### src/rtl/mod12_pkg.sv
// mod12_pkg
// Shared definitions for the mod-12 step sequencer slice: the modulus and
// widths of the position and step count, the controller state type, and the
// helper functions for a single modulo step and its wrap detection.
package mod12_pkg;

  localparam int MOD    = 12;
  localparam int POS_W  = 4;
  localparam int STEP_W = 4;

  // Largest legal position, kept at position width so comparisons stay width-matched
  localparam logic [POS_W-1:0] POS_MAX = POS_W'(MOD - 1);

  typedef enum logic [1:0] {
    IDLE = 2'd0,
    RUN  = 2'd1,
    DONE = 2'd2
  } seqState_t;

  // Single modulo step; dir=1 counts up, dir=0 counts down
  function automatic logic [POS_W-1:0] next_pos(input logic [POS_W-1:0] pos,
                                                input logic             dir);
    logic [POS_W-1:0] result;
    if (dir) begin
      result = (pos == POS_MAX) ? '0 : pos + 1'b1;
    end else begin
      result = (pos == '0) ? POS_MAX : pos - 1'b1;
    end
    return result;
  endfunction

  // True when the step taken from pos in direction dir wraps around the modulus
  function automatic logic step_wraps(input logic [POS_W-1:0] pos,
                                      input logic             dir);
    return dir ? (pos == POS_MAX) : (pos == '0);
  endfunction

endpackage

### src/rtl/mod12_ud_core.sv
// mod12_ud_core
// Modulo-12 up/down position register with preload.
// Ports:
//   clk        : rising-edge clock
//   rst_n      : asynchronous active-low reset (pos=0, wrap=0)
//   i_en       : take one step this cycle
//   i_dir      : step direction, 1 = up, 0 = down
//   i_load     : preload position (has priority over i_en)
//   i_loadVal  : preload value, caller guarantees it is < MOD
//   o_pos      : registered position
//   o_wrap     : registered one-cycle pulse after a wrapping step
module mod12_ud_core
  import mod12_pkg::*;
(
  input  logic             clk,
  input  logic             rst_n,
  input  logic             i_en,
  input  logic             i_dir,
  input  logic             i_load,
  input  logic [POS_W-1:0] i_loadVal,
  output logic [POS_W-1:0] o_pos,
  output logic             o_wrap
);

  logic [POS_W-1:0] r_pos;
  logic             r_wrap;

  // Position register: load wins over stepping; wrap is only ever a single-cycle pulse
  always_ff @(posedge clk or negedge rst_n) begin
    if (!rst_n) begin
      r_pos  <= '0;
      r_wrap <= 1'b0;
    end else if (i_load) begin
      r_pos  <= i_loadVal;
      r_wrap <= 1'b0;
    end else if (i_en) begin
      r_pos  <= next_pos(r_pos, i_dir);
      r_wrap <= step_wraps(r_pos, i_dir);
    end else begin
      r_wrap <= 1'b0;
    end
  end

  assign o_pos  = r_pos;
  assign o_wrap = r_wrap;

endmodule

### src/rtl/mod12_step_sequencer.sv
// mod12_step_sequencer
// Command-driven controller that moves the mod-12 position N steps up or down,
// with optional preload, over a valid/ready handshake.
// Ports:
//   clk            : rising-edge clock
//   rst_n          : asynchronous active-low reset
//   i_cmdValid     : command present
//   o_cmdReady     : command can be accepted (IDLE only)
//   i_cmdDir       : 1 = up, 0 = down
//   i_cmdSteps     : number of single-count steps
//   i_cmdLoad      : preload position before stepping
//   i_cmdLoadVal   : preload value
//   i_hold         : freeze stepping while running
//   o_pos          : current position
//   o_busy         : high while running or finishing
//   o_done         : one-cycle completion pulse
//   o_err          : one-cycle pulse with o_done for an illegal preload
//   o_wrap         : one-cycle pulse after a wrapping step
module mod12_step_sequencer
  import mod12_pkg::*;
(
  input  logic              clk,
  input  logic              rst_n,
  input  logic              i_cmdValid,
  output logic              o_cmdReady,
  input  logic              i_cmdDir,
  input  logic [STEP_W-1:0] i_cmdSteps,
  input  logic              i_cmdLoad,
  input  logic [POS_W-1:0]  i_cmdLoadVal,
  input  logic              i_hold,
  output logic [POS_W-1:0]  o_pos,
  output logic              o_busy,
  output logic              o_done,
  output logic              o_err,
  output logic              o_wrap
);

  seqState_t         r_state;
  seqState_t         w_stateNext;
  logic [STEP_W-1:0] r_remaining;
  logic              r_dir;
  logic              r_errPending;

  logic w_accept;
  logic w_loadIllegal;
  logic w_coreLoad;
  logic w_coreEn;

  // Handshake decode; an out-of-range preload is rejected without touching pos
  assign w_accept      = (r_state == IDLE) && i_cmdValid;
  assign w_loadIllegal = i_cmdLoad && (i_cmdLoadVal > POS_MAX);
  assign w_coreLoad    = w_accept && i_cmdLoad && !w_loadIllegal;
  assign w_coreEn      = (r_state == RUN) && !i_hold;

  // State register
  always_ff @(posedge clk or negedge rst_n) begin
    if (!rst_n) begin
      r_state <= IDLE;
    end else begin
      r_state <= w_stateNext;
    end
  end

  // Next-state logic: zero-step and illegal-load commands go straight to DONE
  always_comb begin
    w_stateNext = r_state;
    unique case (r_state)
      IDLE: begin
        if (w_accept) begin
          if (w_loadIllegal || (i_cmdSteps == '0)) begin
            w_stateNext = DONE;
          end else begin
            w_stateNext = RUN;
          end
        end
      end
      RUN: begin
        if (!i_hold && (r_remaining == STEP_W'(1))) begin
          w_stateNext = DONE;
        end
      end
      DONE: begin
        w_stateNext = IDLE;
      end
      default: begin
        w_stateNext = IDLE;
      end
    endcase
  end

  // Command bookkeeping: latched direction, steps still to go, pending error flag
  always_ff @(posedge clk or negedge rst_n) begin
    if (!rst_n) begin
      r_remaining  <= '0;
      r_dir        <= 1'b0;
      r_errPending <= 1'b0;
    end else if (w_accept) begin
      r_remaining  <= i_cmdSteps;
      r_dir        <= i_cmdDir;
      r_errPending <= w_loadIllegal;
    end else if (w_coreEn) begin
      r_remaining  <= r_remaining - 1'b1;
    end
  end

  // Output decode from state only, so no input reaches an output combinationally
  always_comb begin
    o_cmdReady = 1'b0;
    o_busy     = 1'b0;
    o_done     = 1'b0;
    o_err      = 1'b0;
    unique case (r_state)
      IDLE: o_cmdReady = 1'b1;
      RUN:  o_busy     = 1'b1;
      DONE: begin
        o_busy = 1'b1;
        o_done = 1'b1;
        o_err  = r_errPending;
      end
      default: o_cmdReady = 1'b0;
    endcase
  end

  mod12_ud_core u_core (
    .clk       (clk),
    .rst_n     (rst_n),
    .i_en      (w_coreEn),
    .i_dir     (r_dir),
    .i_load    (w_coreLoad),
    .i_loadVal (i_cmdLoadVal),
    .o_pos     (o_pos),
    .o_wrap    (o_wrap)
  );

endmodule

### config.mk
export PLATFORM = sky130hd
export DESIGN_NAME = mod12_step_sequencer
export DESIGN_NICKNAME = d
export VERILOG_FILES = /design/src/rtl/mod12_pkg.sv /design/src/rtl/mod12_ud_core.sv /design/src/rtl/mod12_step_sequencer.sv
export SDC_FILE = /design/constraint.sdc
export NUM_CORES = 1
export LEC_CHECK = 0
export CORE_MARGIN = 5
export CORE_UTILIZATION = 48
export DETAILED_ROUTE_END_ITERATION = 8
export PLACE_DENSITY = 0.8
export RECOVER_POWER = 100
export SYNTH_ARGS = -nofsm -noshare
export SYNTH_HDL_FRONTEND = slang
export SYNTH_SLANG_ARGS = --single-unit
### constraint.sdc
create_clock -name clk -period 1.9 [get_ports clk]
set_input_delay 0.19 -clock clk [delete_from_list [all_inputs] [get_ports clk]]
set_output_delay 0.19 -clock clk [all_outputs]
set_load 0.03 [all_outputs]
-- Word level (Yosys, flattened, before mapping)
Index checks and enable logic that the tools add are counted.
- register bits after elaboration: 13
- word-level logic and storage cells: 50
- output and inout port bits: 9
- input bits: 14
- reduce and logical (&&, ||, !) cells: 16
- eq/ne operators: 6
- $add $sub $neg: 3
- mux-type cells: 18
- $lt $le $gt $ge: 1
- operator list (kind ; count):
    $mux 4 ; 7
    $logic_not 4->1 ; 2
    $sub 4x1->4 const B ; 2
    $mux 1 ; 7
    $logic_and 1x1->1 ; 6
    $mux 2 ; 3
    $add 4x1->4 const B ; 1
    $eq 4x1->1 const B ; 1
    $eq 4x4->1 const B ; 1
    $gt 4x4->1 const B ; 1
    $pmux 2 s2 ; 1
    $reduce_bool 2->1 ; 2
    $eq 2x1->1 const B ; 1
    $eq 2x2->1 const B ; 1
    $logic_not 1->1 ; 2
    $logic_not 2->1 ; 1
    $ne 2x1->1 const B ; 1
    $ne 2x2->1 const B ; 1
    $reduce_and 2->1 ; 1
    $reduce_or 2->1 ; 1
    $logic_or 1x1->1 ; 1

-- Logic depth before layout (Yosys ltp)
- depth in word-level cells: 6
- depth in mapped cells: 7
- mapped depth without buffers: 6

-- Cells and area by module
Synthesis repeated with hierarchy kept, for this count alone.
- cell total of the unflattened synthesis: 100
- area total of the unflattened synthesis: 900.9 um2
- by module, submodules not included (module ; times used ; cells an instance ; sequential area each (um2) ; area an instance (um2)):
    mod12_step_sequencer ; 1 ; 53 ; 200.2 ; 514.2
    mod12_ud_core ; 1 ; 47 ; 125.1 ; 386.6

-- Worst setup path after synthesis
Ideal clock, no wire load.
- kind: reg-to-reg
- start: reg r_state[0]
- end: reg u_core.r_pos[2], in the netlist u_core.o_pos[2]
- library setup time: 125 ps
- clock period less this slack: 1786 ps
- buffers on the path: 0
- stages on the path, launching flop included: 6
- slack: 114 ps
- data required time: 1775 ps
- arrival time: 1661 ps
- path through: dfrtp_1 -> inv_1 -> ha_1 -> nand3_1 -> a21oi_1 -> mux2_2
- longest elaborated chain between the ends: 5
- elaborated cells on any way between the ends: 8
- classes of those cells: eq/ne: 1; mux: 1; reduce/logical: 6
- RTL lines (element ; RTL line ; text):
    from (decl) ; mod12_step_sequencer.sv:38 ; seqState_t r_state;
    from (signal assigned) ; mod12_step_sequencer.sv:60 ; r_state <= w_stateNext;
    $logic_not 2->1 ; mod12_step_sequencer.sv:50 ; assign w_accept = (r_state == IDLE) && i_cmdValid;
    $logic_and 1x1->1 ; mod12_step_sequencer.sv:50 ;
    $logic_and 1x1->1 (2 in series) ; mod12_step_sequencer.sv:52 ; assign w_coreLoad = w_accept && i_cmdLoad && !w_loadIllegal;
    $mux 4 or $reduce_bool 2->1 (tied branches) ; n/a ;
    to (signal assigned) ; mod12_ud_core.sv:34 ; r_pos <= i_loadVal;
    to (signal assigned) ; mod12_ud_core.sv:37 ; r_pos <= next_pos(r_pos, i_dir);
    to (decl) ; mod12_ud_core.sv:25 ; logic [POS_W-1:0] r_pos;
Parallel ways exist; a longest one is shown, timed or not.
A chain may end at the register's enable or synchronous reset.

-- Worst setup path after layout
- start: reg r_state[0]
- end: out o_done
- longest elaborated chain between the ends: 2
- RTL lines (element ; RTL line ; text):
    $eq 2x2->1 ; mod12_step_sequencer.sv:112 ; unique case (r_state)
    $mux 1 ; mod12_step_sequencer.sv:112 ;
    to (decl) ; mod12_step_sequencer.sv:33 ; output logic o_done,
No other way between the ends.

==> out/summary.txt <==
Status: complete, no violations
Routed vias/inst: 5.41
Register area share after synthesis: 35.6%
Setup_tns: 0 ns
Ys async rst share: 100%
Total number of vias: 795
Arrival @ worst endpoint: 1.64 ns
Cts hold-fix bufs: 0
Cell taking the most area after synthesis: dfrtp_1
Met3 usage: 3.60%
Synthesis warning total: 0
Post-Syn Area: 913 um2
Met2 Track Usage GR: 26.5%
Clk_skew: 0.00291 ns
Initial Utilization: 51.8%
Final min period: 1.83 ns
RePlAce Congestion: 0.824
Worst-margin pin slew: 0.602 ns
Layout Nets: 144
Max Cap Violations: 0
PnR worst setup slack: 0.0725 ns
Post-CTS Setup Inserts: 0
Starting DRC count in detailed routing: 18
Clock Latency Late Sink: 0.29 ns
Vias in the first global route: 803
DP Wirelength: 1510 um
P_leak: 0.498 nW
Post-route ant nets: 0
GR Util met1: 21.1%
Chip width: 53.6 um
TritonCTS buffer count: 3
Global route overflow: 0
Routed wire length per instance: 13.5 um
Syn Area/Cell: 9.23 um2
Crit start category: flip-flop
RSZ-0062 raised after global routing: no
Most common library cells after synthesis: dfrtp_1 (13), a21oi_1 (9), nand2_1 (8), o21ai_0 (8)
First-pass GRT wire length: 3460 um
Pre-CTS setup slack: 0.268 ns
CTS tree: built
Largest net degree at the start of global routing: 14
Total power: 0.00174 W
Flops & latches, synth: 13
Crit-path max FO: 3
Gr busiest metal: met2
Core area: 1760 um2
CTS resizes: 2
Area grow syn2layout: 25.6%
Fin crit share: 96.2%
Drt first pass iters: 4
WL final: 1990 um
Pwr Density: 1520 nW/um2
Worst Hold Class: in2async
Syn_nets: 120
# rows: 15
Antenna Cells: 0
# clock sinks: 13
Die area: 2880 um2
Leading register cell type out of synthesis: dfrtp_1
Gate count of the mapped netlist: 99
Max VDD drop: 1.01 mV
Fin. max-slew vios: 0
Layout cells sized above 1: 6.56%
Distinct cells, synth: 37
Residual DRC count: 0
Worst Path Required: 1.71 ns
Number of flops mapped to enable cells by yosys: 0
Final Hold Fails: 0
PortBufs: 22
CTS H-Tree Depth: 1
Initial antenna violation count: 0
Top cells by area, synth: dfrtp_1 (36%), ha_1 (9.6%), a21oi_1 (4.9%), o21ai_0 (4.4%), nand2_1 (3.3%)
Fmax achieved: 0.547 GHz
Die Y: 53.6 um
Crit Path Class: reg2out
R2R depth: 6
Io pins: 23
Clock root buffer: clkbuf_4
Total GRT Usage: 16.7%
Reg clk slew, reported paths: 0.09 ns
Final Setup Violations: 0
Most common cell in the netlist: dfrtp_1
CP Capture Type: output pin
Top-area cell type share of the netlist area: 35.6%
Clk buf depth: 2
Slew margin rel.: 59.7%
==> area by class of cell <==
class	count	area, um2
inverters	7	26.3
repair buffers	23	215
fillers	165	617
multi-input cells	75	523
well taps	25	31.3
clock buffers	4	26.3
flip-flops and latches	13	325
==> metrics by stage <==
step | util, % | hold WS [ns] | area (um2) | cells
after global routing | 65.0 | 0.383 | 1150 | 147
after floorplan | - | -0.106 | 913 | 99
after global placement | 64.4 | 0.476 | 1140 | 143
after CTS | 65.7 | 0.287 | 1160 | 147
after detailed placement | 64.4 | 0.479 | 1140 | 143
final | 65.0 | 0.339 | 1150 | 147
==> metal layers <==
layer	vias up	share of wire (%)
met5	-	0
met4	0	2.4
met3	5	5.9
met2	26	47
met1	370	45
li1	394	-
==> kinds of logic after synthesis <==
| family | synth area share [%] |
|---|---|
| AOI/OAI and AO/OA | 20.8 |
| xor gates and xnor gates | 3.84 |
| adders and majority gates | 9.59 |
| buffers and inverters | 6.85 |
| DFF | 35.6 |
| muxes | 4.66 |
| and+or+nand+nor | 18.6 |
==> cells in the final DEF, fill, tap and decap left out, types with 2 or more instances in the layout <==
master,count
nor2b_1,3
nor2_1,7
xor2_1,2
nand2b_1,2
nand3_1,2
nor4_1,2
dlygate4sd2_1,2
mux2i_1,2
clkdlybuf4s50_1,14
clkbuf_4,3
nand2_1,8
mux2_2,2
dlygate4sd3_1,5
xnor2_1,2
a21oi_1,9
o41a_1,2
clkbuf_1,3
inv_1,7
ha_1,7
dfrtp_1,13
o21ai_0,8
==> worst max-delay path, cell delays in order, from the launching register on <==
cell and delay (ns):
dfrtp_1 0.41, inv_1 0.09, ha_1 0.17, clkdlybuf4s50_1 0.68
==> registers in the layout, summed over array words and instances, names as in the netlist <==
signal,count
u_core.o_pos,4
r_remaining,4
r_state,2
u_core.o_wrap,1
r_errPending,1
r_dir,1
==> where the power goes <==
group | total, W | internal (W) | switching, W
combinational | 0.000977 | 0.000442 | 0.000535
sequential | 0.000575 | 0.000398 | 0.000176
clock | 0.000186 | 0.0000817 | 0.000104
total | 0.00174 | 0.000922 | 0.000816
==> worst paths after layout <==
path                              endpoint  slack [ns]             from
min                          u_core.o_wrap        0.34            rst_n
min reg2reg                   r_errPending        0.49     r_errPending
max in group asynchronous     r_errPending        1.17            rst_n
max                                 o_done        0.07       r_state[0]
max reg2reg                u_core.o_pos[2]        0.26       r_state[1]
min in group clk           u_core.o_pos[0]        0.45  i_cmdLoadVal[0]
No activity file was read; power rests on OpenSTA's default activity.
